[config.mk]
export PLATFORM = sky130hd
export DESIGN_NAME = ghash_stage1_feeder_flat
export DESIGN_NICKNAME = d
export VERILOG_FILES = /design/src/rtl/ghash_pkg.sv /design/src/rtl/ghash_stage1_feeder_if.sv /design/src/rtl/ghash_fb_latency_counter.sv /design/src/rtl/ghash_stage1_feeder.sv /design/src/flat_wrapper.sv
export SDC_FILE = /design/constraint.sdc
export NUM_CORES = 2
export LEC_CHECK = 0
export CORE_AREA = 2 2 457 459
export CTS_CLUSTER_DIAMETER = 40
export DETAILED_ROUTE_END_ITERATION = 12
export DIE_AREA = 0 0 459 461
export PLACE_DENSITY = 0.41
export SYNTH_ARGS = -nofsm -noshare
export SYNTH_HDL_FRONTEND = slang
export SYNTH_SLANG_ARGS = --single-unit
[constraint.sdc]
create_clock -name i_clock -period 32.1 [get_ports i_clock]
set_input_delay 3.21 -clock i_clock [delete_from_list [all_inputs] [get_ports i_clock]]
set_output_delay 3.21 -clock i_clock [all_outputs]
set_load 0.01 [all_outputs]
[src/rtl/ghash_pkg.sv]
// Shared definitions for the GHASH stage-1 feeder: block widths, feeder
// FSM state encoding and an all-zero block constant.
package ghash_pkg;

   localparam int unsigned NB_BLOCK = 128;
   localparam int unsigned N_BLOCKS = 2;
   localparam int unsigned NB_DATA  = N_BLOCKS * NB_BLOCK;

   localparam logic [NB_BLOCK-1:0] ZERO_BLOCK = '0;

   typedef enum logic [1:0] {
      EVEN = 2'd0,
      ODD  = 2'd1,
      WAIT = 2'd2
   } feeder_state_e;

endpackage

[src/rtl/ghash_stage1_feeder_if.sv]
// Input block stream into the GHASH stage-1 feeder.
//   data_block : 128-bit GHASH input block X_i
//   valid      : block valid; accepted when valid && ready
//   sof / eof  : first / last block of a message
//   ready      : feeder can accept a block
// master = block producer, slave = feeder.
interface ghash_stage1_feeder_if;
   import ghash_pkg::*;

   logic [NB_BLOCK-1:0] data_block;
   logic                valid;
   logic                sof;
   logic                eof;
   logic                ready;

   modport master (output data_block, valid, sof, eof, input ready);
   modport slave  (input data_block, valid, sof, eof, output ready);

endinterface

[src/rtl/ghash_fb_latency_counter.sv]
// Load/decrement countdown used to hold off the feeder until the GHASH
// accumulator feedback for the previous pair is available.
//   i_clock, i_reset : clock, async active-high reset
//   i_load, i_load_val : load the counter (has priority over decrement)
//   i_dec            : decrement by one, saturating at zero
//   o_done_c         : combinational, high when the count is 1 (last wait cycle)
module ghash_fb_latency_counter #(
   parameter int unsigned NB_LAT_CNT = 4
) (
   input  logic                  i_clock,
   input  logic                  i_reset,
   input  logic                  i_load,
   input  logic [NB_LAT_CNT-1:0] i_load_val,
   input  logic                  i_dec,
   output logic                  o_done_c
);

   logic [NB_LAT_CNT-1:0] count_q;

   // Countdown register
   always_ff @(posedge i_clock or posedge i_reset) begin
      if (i_reset) begin
         count_q <= '0;
      end else if (i_load) begin
         count_q <= i_load_val;
      end else if (i_dec && (count_q != '0)) begin
         count_q <= count_q - NB_LAT_CNT'(1);
      end
   end

   assign o_done_c = (count_q == NB_LAT_CNT'(1));

endmodule

[src/rtl/ghash_stage1_feeder.sv]
// Producer side of the GHASH stage-1 pipe register. Packs incoming blocks
// into even/odd pairs, selects the matching H-power pair, muxes the
// accumulator feedback (zero on the first pair of a message) and holds off
// new input for FB_LAT cycles after every non-final pair.
//   i_clock, i_reset   : clock, async active-high reset
//   blk_if             : input block stream (data/valid/sof/eof/ready)
//   i_h_key, i_h_key_sq: H and H^2, stable for the whole message
//   i_ghash_acc        : accumulator fed back from the end of the pipe
//   o_data_x_even/odd  : pair data (odd = 0 for a single leftover block)
//   o_h_pow_pair       : {even power, odd power}
//   o_feedback_mux     : 0 on first pair, else sampled i_ghash_acc
//   o_valid, o_last    : issue pulse, and "pair ends the message"
//   o_stall            : high while waiting for feedback
module ghash_stage1_feeder
   import ghash_pkg::*;
#(
   parameter int unsigned FB_LAT     = 3,
   parameter int unsigned NB_LAT_CNT = 4
) (
   input  logic                 i_clock,
   input  logic                 i_reset,
   ghash_stage1_feeder_if.slave blk_if,
   input  logic [NB_BLOCK-1:0]  i_h_key,
   input  logic [NB_BLOCK-1:0]  i_h_key_sq,
   input  logic [NB_BLOCK-1:0]  i_ghash_acc,
   output logic [NB_BLOCK-1:0]  o_data_x_even,
   output logic [NB_BLOCK-1:0]  o_data_x_odd,
   output logic [NB_DATA-1:0]   o_h_pow_pair,
   output logic [NB_BLOCK-1:0]  o_feedback_mux,
   output logic                 o_valid,
   output logic                 o_last,
   output logic                 o_stall
);

   feeder_state_e       state_q, state_d;
   logic                first_q, first_d;
   logic [NB_BLOCK-1:0] even_hold_q, even_hold_d;
   logic                ready_q, ready_d;
   logic [NB_BLOCK-1:0] x_even_d, x_odd_d, fb_d;
   logic [NB_DATA-1:0]  pair_d;
   logic                valid_d, last_d, stall_d;
   logic                cnt_load, cnt_dec, cnt_done_c;
   logic                accept_c;

   assign accept_c     = blk_if.valid && ready_q;
   assign blk_if.ready = ready_q;

   ghash_fb_latency_counter #(
      .NB_LAT_CNT (NB_LAT_CNT)
   ) u_lat_cnt (
      .i_clock    (i_clock),
      .i_reset    (i_reset),
      .i_load     (cnt_load),
      .i_load_val (NB_LAT_CNT'(FB_LAT)),
      .i_dec      (cnt_dec),
      .o_done_c   (cnt_done_c)
   );

   // State and output registers
   always_ff @(posedge i_clock or posedge i_reset) begin
      if (i_reset) begin
         state_q        <= EVEN;
         first_q        <= 1'b1;
         even_hold_q    <= ZERO_BLOCK;
         ready_q        <= 1'b1;
         o_data_x_even  <= ZERO_BLOCK;
         o_data_x_odd   <= ZERO_BLOCK;
         o_h_pow_pair   <= '0;
         o_feedback_mux <= ZERO_BLOCK;
         o_valid        <= 1'b0;
         o_last         <= 1'b0;
         o_stall        <= 1'b0;
      end else begin
         state_q        <= state_d;
         first_q        <= first_d;
         even_hold_q    <= even_hold_d;
         ready_q        <= ready_d;
         o_data_x_even  <= x_even_d;
         o_data_x_odd   <= x_odd_d;
         o_h_pow_pair   <= pair_d;
         o_feedback_mux <= fb_d;
         o_valid        <= valid_d;
         o_last         <= last_d;
         o_stall        <= stall_d;
      end
   end

   // Next-state and next-output logic
   always_comb begin
      state_d     = state_q;
      first_d     = first_q;
      even_hold_d = even_hold_q;
      x_even_d    = o_data_x_even;
      x_odd_d     = o_data_x_odd;
      pair_d      = o_h_pow_pair;
      fb_d        = o_feedback_mux;
      valid_d     = 1'b0;
      last_d      = 1'b0;
      cnt_load    = 1'b0;
      cnt_dec     = 1'b0;

      case (state_q)
         EVEN: begin
            if (accept_c) begin
               even_hold_d = blk_if.data_block;
               first_d     = blk_if.sof;
               if (blk_if.eof) begin
                  // Single leftover block: Y' = (Y + X)*H
                  x_even_d = blk_if.data_block;
                  x_odd_d  = ZERO_BLOCK;
                  pair_d   = {i_h_key, ZERO_BLOCK};
                  fb_d     = blk_if.sof ? ZERO_BLOCK : i_ghash_acc;
                  valid_d  = 1'b1;
                  last_d   = 1'b1;
               end else begin
                  state_d = ODD;
               end
            end
         end
         ODD: begin
            if (accept_c) begin
               // Full pair: Y' = (Y + Xe)*H^2 + Xo*H
               x_even_d = even_hold_q;
               x_odd_d  = blk_if.data_block;
               pair_d   = {i_h_key_sq, i_h_key};
               fb_d     = first_q ? ZERO_BLOCK : i_ghash_acc;
               valid_d  = 1'b1;
               last_d   = blk_if.eof;
               if (blk_if.eof) begin
                  state_d = EVEN;
               end else begin
                  state_d  = WAIT;
                  cnt_load = 1'b1;
               end
            end
         end
         WAIT: begin
            cnt_dec = 1'b1;
            if (cnt_done_c) begin
               state_d = EVEN;
            end
         end
         default: begin
            state_d = EVEN;
         end
      endcase

      // Ready/stall track the state being entered so they are registered
      ready_d = (state_d != WAIT);
      stall_d = (state_d == WAIT);
   end

endmodule

[src/flat_wrapper.sv]
// flat-port wrapper written by rule: the top's interface ports become plain ports
module ghash_stage1_feeder_flat import ghash_pkg::*;
#(
   parameter int unsigned FB_LAT     = 3,
   parameter int unsigned NB_LAT_CNT = 4
)
  (i_clock, i_reset, i_h_key, i_h_key_sq, i_ghash_acc, o_data_x_even, o_data_x_odd, o_h_pow_pair, o_feedback_mux, o_valid, o_last, o_stall, blk_if_data_block, blk_if_valid, blk_if_sof, blk_if_eof, blk_if_ready);
  ghash_stage1_feeder_if blk_if_i ();
  input  logic i_clock;
  input  logic i_reset;
  input  logic [NB_BLOCK-1:0] i_h_key;
  input  logic [NB_BLOCK-1:0] i_h_key_sq;
  input  logic [NB_BLOCK-1:0] i_ghash_acc;
  output logic [NB_BLOCK-1:0] o_data_x_even;
  output logic [NB_BLOCK-1:0] o_data_x_odd;
  output logic [NB_DATA-1:0] o_h_pow_pair;
  output logic [NB_BLOCK-1:0] o_feedback_mux;
  output logic o_valid;
  output logic o_last;
  output logic o_stall;
  input wire logic [$bits(blk_if_i.data_block)-1:0] blk_if_data_block;
  input wire logic [$bits(blk_if_i.valid)-1:0] blk_if_valid;
  input wire logic [$bits(blk_if_i.sof)-1:0] blk_if_sof;
  input wire logic [$bits(blk_if_i.eof)-1:0] blk_if_eof;
  output wire logic [$bits(blk_if_i.ready)-1:0] blk_if_ready;
  assign blk_if_i.data_block = blk_if_data_block;
  assign blk_if_i.valid = blk_if_valid;
  assign blk_if_i.sof = blk_if_sof;
  assign blk_if_i.eof = blk_if_eof;
  assign blk_if_ready = blk_if_i.ready;
  ghash_stage1_feeder #(.FB_LAT(FB_LAT), .NB_LAT_CNT(NB_LAT_CNT)) u_core (.i_clock(i_clock), .i_reset(i_reset), .blk_if(blk_if_i), .i_h_key(i_h_key), .i_h_key_sq(i_h_key_sq), .i_ghash_acc(i_ghash_acc), .o_data_x_even(o_data_x_even), .o_data_x_odd(o_data_x_odd), .o_h_pow_pair(o_h_pow_pair), .o_feedback_mux(o_feedback_mux), .o_valid(o_valid), .o_last(o_last), .o_stall(o_stall));
endmodule
Word-level counts from Yosys, hierarchy flattened. Cells that the tools add are included.

Add/subtract/negate cells: 1. Eq/ne operators: 8. Muxes and demuxes: 36. Reduce and logical (&&, ||, !) cells: 8.

Operators by type and width (count): 2-to-1 mux 128 bit (11); 2-to-1 mux 256 bit (3); case mux 128 bit (2 select lines) (3); case mux 256 bit (2 select lines) (1); 2-to-1 mux 2 bit (5); 2-to-1 mux 1 bit (8); 2-to-1 mux 4 bit (2); case mux 2 bit (3 select lines) (1); == test 2 bit (second input constant) (2); == test 4 x 1 -> 1 bit (second input constant) (1); inequality test 2 x 1 -> 1 bit (second input constant) (2); inequality test 2 bit (second input constant) (2); case mux 1 bit (2 select lines) (2); AND reduction 4 bit (1); nonzero test 2 bit (2); nonzero test 4 bit (1); subtractor 4 x 1 -> 4 bit (second input constant) (1); == test 2 x 1 -> 1 bit (second input constant) (1); logical AND 1 bit (2); zero test 2 bit (1); AND reduction 2 bit (1).

Output and inout bits: 644. Register bits: 779. Input bits: 517.

Logic depth before layout (Yosys ltp).
Depth in word-level cells: 5. Mapped depth: 6. Depth with buffers taken out: 5.

Cells and area by module. From an unflattened synthesis, not the netlist that was laid out.

Cell total of the unflattened synthesis: 3332. Area, all modules: 32745.2 µm².

By module, submodules not included: ghash_stage1_feeder (area an instance 32458.6 µm², times used 1, cells an instance 3302, seq. area each 19396.1 µm²); ghash_fb_latency_counter (area an instance 286.5 µm², times used 1, cells an instance 30, seq. area each 100.1 µm²).

Worst setup path before layout. Ideal clock, no wire load.

Path type: input to register. Start: input port blk_if_valid. End: register u_core.even_hold_q[0]. Library setup time: 0.125 ns. Path buffers: 3. Required time: 31.975 ns. Stages: 6. Arrival: 4.329 ns. Path slack: 27.646 ns. Cell sequence: nand3b_1 > buf_2 > nor2_1 > buf_2 > buf_4 > mux2_2.

Longest elaborated chain between the ends: 2.

Ends and longest elaborated chain: from (decl) (line flat_wrapper.sv:22) `input wire logic [$bits(blk_if_i.valid)-1:0] blk_if_valid;`; logical AND 1 bit (line ghash_stage1_feeder.sv:45) `assign accept_c = blk_if.valid && ready_q;`; AND reduction 2 bit (no source line); to (signal assigned) (line ghash_stage1_feeder.sv:76) `even_hold_q <= even_hold_d;`; to (decl) (line ghash_stage1_feeder.sv:37) `logic [NB_BLOCK-1:0] even_hold_q, even_hold_d;`.

No other way between the ends. A chain may end at the register's enable or synchronous reset.

Worst setup path after layout.
Start: input port blk_if_eof. End: register u_core.o_h_pow_pair[10].

Longest elaborated chain between the ends: 2.

Ends and longest elaborated chain: from (decl) (line flat_wrapper.sv:24) `input wire logic [$bits(blk_if_i.eof)-1:0] blk_if_eof;`; inequality test 2 bit (no source line); AND reduction 4 bit (no source line); to (signal assigned) (line ghash_stage1_feeder.sv:80) `o_h_pow_pair <= pair_d;`; to (decl) (line ghash_stage1_feeder.sv:28) `output logic [NB_DATA-1:0] o_h_pow_pair,`.

No other way between the ends.

==> results.cfg <==
[sta]
period_needed_ps = 7620
period_share = 0.237
maxSlewHeadroom = 0.233
rsz0062_at_grt = false
finalSetupTns_ps = 0
skew_ps = 32.6
finalHoldViolCount = 0
fmax_mhz = 131
slew_violations = 0
tightest_slew_ps = 1150
setup_viol = 0

[clock_tree]
htree_levels = 4
clockRootBuffer = clkbuf_16
cts_hold_buf = 0
cts_buffers = 174
postCtsResizedCells = 0
cts.sinks = 779
clk-insertion-delay-late_ps = 810
path_clk_slew_ps = 40
cts.path.max_buffers = 3
cts_tree = done
cts_setup_buffers = 0

[synth]
synth-warning-count = 0
synth_most_common_cell = dfrtp_1
synth.distinct_cells = 30
synth_edf_count = 0
synth_top_area_cell = dfrtp_1
synth_top_area_frac = 0.603
syn_nets = 3405
synth.avg_cell_area_sq_um = 11.2
synth_area_sq_um = 32300
yosysSeqAreaShare = 0.605
async_flop_share = 1.00
ys_ff_latch = 779
synth_cells = 2885
synthFlopType = dfrtp_1
synthTopCellsByArea = dfrtp_1 (60%), o21ai_0 (9.1%), mux2i_1 (8.0%), o21ai_1 (6.9%), mux2_2 (4.5%)
yosys-top-cells-count = dfrtp_1 (777), o21ai_0 (585), o21ai_1 (443)

[setup_path]
path_max_fanout = 85
path_delay_family = buffers and inverters
path_cells = clkdlybuf4s50_1 > nor2_4 > buf_4 > or3_4 > buf_4 > buf_4 > buf_4 > buf_4 > o21ai_1
max_stage_delay_ps = 830
ff2ff_path_depth = 8
critPathLaunch = blk_if_eof
path_common_cell = buf_4
crit_slowest_cell = buf_4
crit_arrival_ps = 8250
required_ps = 32720
reg2reg_to = u_core.o_h_pow_pair[142]
r2r_slack_ps = 26390
worst_setup_path_start_kind = input pin
worstReg2RegStart = u_core.state_q[0]
path_class = input pin to flop
cp.depth = 9
endpoint = u_core.o_h_pow_pair[10]
worst_setup_path_end_kind = flop
crit_buf_inv = 6

[power_and_ir_drop]
switchingPower_w = 0.00226
p_leak_nw = 20.8
finalPower_w = 0.00604
intPower_w = 0.00378
power_frac_comb = 0.411
ir_drop_v = 0.0000578
switching_share = 0.374
p_clk_frac = 0.301
powerDensity_nw_per_um2 = 115
p_seq_frac = 0.288

[route]
drc = 0
vias_per_cell = 4.14
finalWirelength_mm = 174
drtPass1Iterations = 5
dr_total_vias = 28400
ant_nets = 0
wire_per_inst_microns = 25.4
drtIter0Drc = 1954

[floorplanning]
dieArea_sq_um = 212000
rows = 167
dieHeight_microns = 461
start_util = 0.156
design.core.area_sq_um = 206000
fp.dieW_microns = 459
top_level_ports = 1161

[grt]
grt_pass1_wl_mm = 238
track_usage = 0.158
grt_start_max_net_pins = 129
grt_antenna_before_repair = 55
grt_pass1_vias = 29300
gr-total-overflow = 0

[worst_hold_path]
hold_path.class = flop to flop

[placement]
port_buffers = 1160
place_area_sq_um = 46400
gp_congestion = 0.862
dp_hpwl_mm = 128

[outcome]
status = completed

[cells_and_area]
nets = 4520
area_delta_synth_final_pct = 62.7
drive_above_1_share = 0.117
stdcell_area_sq_um = 52500

[flow_run]
drv_cap = 0
worst min-delay path by stage:
stage / start / endpoint / slack, ps / cells past startpoint
4_1_cts: u_core.o_feedback_mux[1] / u_core.o_feedback_mux[1] / 500 / 1
3_5_place_dp: u_core.o_feedback_mux[97] / u_core.o_feedback_mux[97] / 490 / 1
6_report: u_core.o_feedback_mux[102] / u_core.o_feedback_mux[102] / 500 / 1
2_1_floorplan: u_core.even_hold_q[0] / u_core.even_hold_q[0] / 480 / 1
5_1_grt: u_core.even_hold_q[29] / u_core.even_hold_q[29] / 510 / 1
3_3_place_gp: u_core.o_data_x_even[90] / u_core.o_data_x_even[90] / 490 / 2
cell usage in the layout, fill, tap and decap left out, types with 2 or more instances in the layout:
cell and n:
ha_1 3, inv_1 4, inv_6 5, mux2_2 129, clkinv_8 3, dfrtp_1 777
clkinvlp_4 14, nand3_1 4, nor2_4 2, buf_4 49, clkbuf_8 31, nor2_1 2
inv_16 3, nand2_1 257, clkinv_4 7, diode_2 24, mux2i_1 258, clkinv_2 35
o21ai_0 585, dfstp_2 2, o21ai_1 443, bufinv_16 16, clkdlybuf4s50_1 1160, nor3b_1 2
clkbuf_16 175, clkbuf_1 22, or3_1 3, clkinv_16 4, a22o_1 128, nand2b_1 2
kinds of logic (layout without fill, tap and decap cells):
logic type               after synthesis  after routing  share of synthesized area
multiplexers                         387            387                      0.125
buffers and inverters                276           1530                     0.0395
adder cells (fa/ha/maj)                3              3                    0.00116
AO/OA/AOI/OAI                       1160           1160                      0.195
flip-flops                           779            779                      0.605
AND/OR/NAND/NOR                      280            280                     0.0342
other                                  0             24                          0
power by group through the flow:
stage / combinational (W) / sequential (W) / clock [W]
global route: 0.00268 / 0.00180 / 0.00191
detailed placement: 0.00253 / 0.00174 / 0
floorplan: 0.000953 / 0.00186 / 0
finish: 0.00249 / 0.00174 / 0.00182
CTS: 0.00254 / 0.00174 / 0.00187
global placement: 0.00253 / 0.00174 / 0
stage by stage:
stage / hold WS, ps / std cells / util / worst slack [ps]
6_report: 499 / 6867 / 0.254 / 24480
5_1_grt: 511 / 6858 / 0.254 / 24160
4_1_cts: 503 / 6843 / 0.254 / 24520
3_5_place_dp: 490 / 6528 / 0.225 / 23610
3_3_place_gp: 488 / 6528 / 0.225 / 23670
2_1_floorplan: 480 / 2885 / - / 7020
registers in the layout, indices dropped and copies added (netlist names):
register                  flops
u_core.o_data_x_odd         128
u_core.o_feedback_mux       128
u_core.even_hold_q          128
u_core.o_last                 1
u_core.o_data_x_even        128
u_core.first_q                1
u_core.blk_if.ready           1
u_core.o_stall                1
u_core.o_valid                1
u_core.u_lat_cnt.count_q      4
u_core.o_h_pow_pair         256
u_core.state_q                2
area by class of cell:
type / instances / area (sq um)
Antenna cell: 24 / 60.1
Clock buffer: 228 / 4890
Clock inverter: 87 / 1090
Fill cell: 21900 / 154000
Inverter: 5 / 26.3
Multi-Input combinational cell: 1830 / 11500
Sequential cell: 779 / 19500
Tap cell: 2704 / 3380
Timing Repair Buffer: 1210 / 12000
per-layer routing:
| layer | share of wire | up-vias | global-route usage |
|---|---|---|---|
| met5 | 0.0018 | - | 0.00299 |
| met4 | 0.039 | 38 | 0.0668 |
| met3 | 0.10 | 261 | 0.0735 |
| met2 | 0.45 | 1152 | 0.240 |
| met1 | 0.41 | 14400 | 0.191 |
| li1 | - | 12600 | - |
No activity file was read; power rests on OpenSTA's default activity.
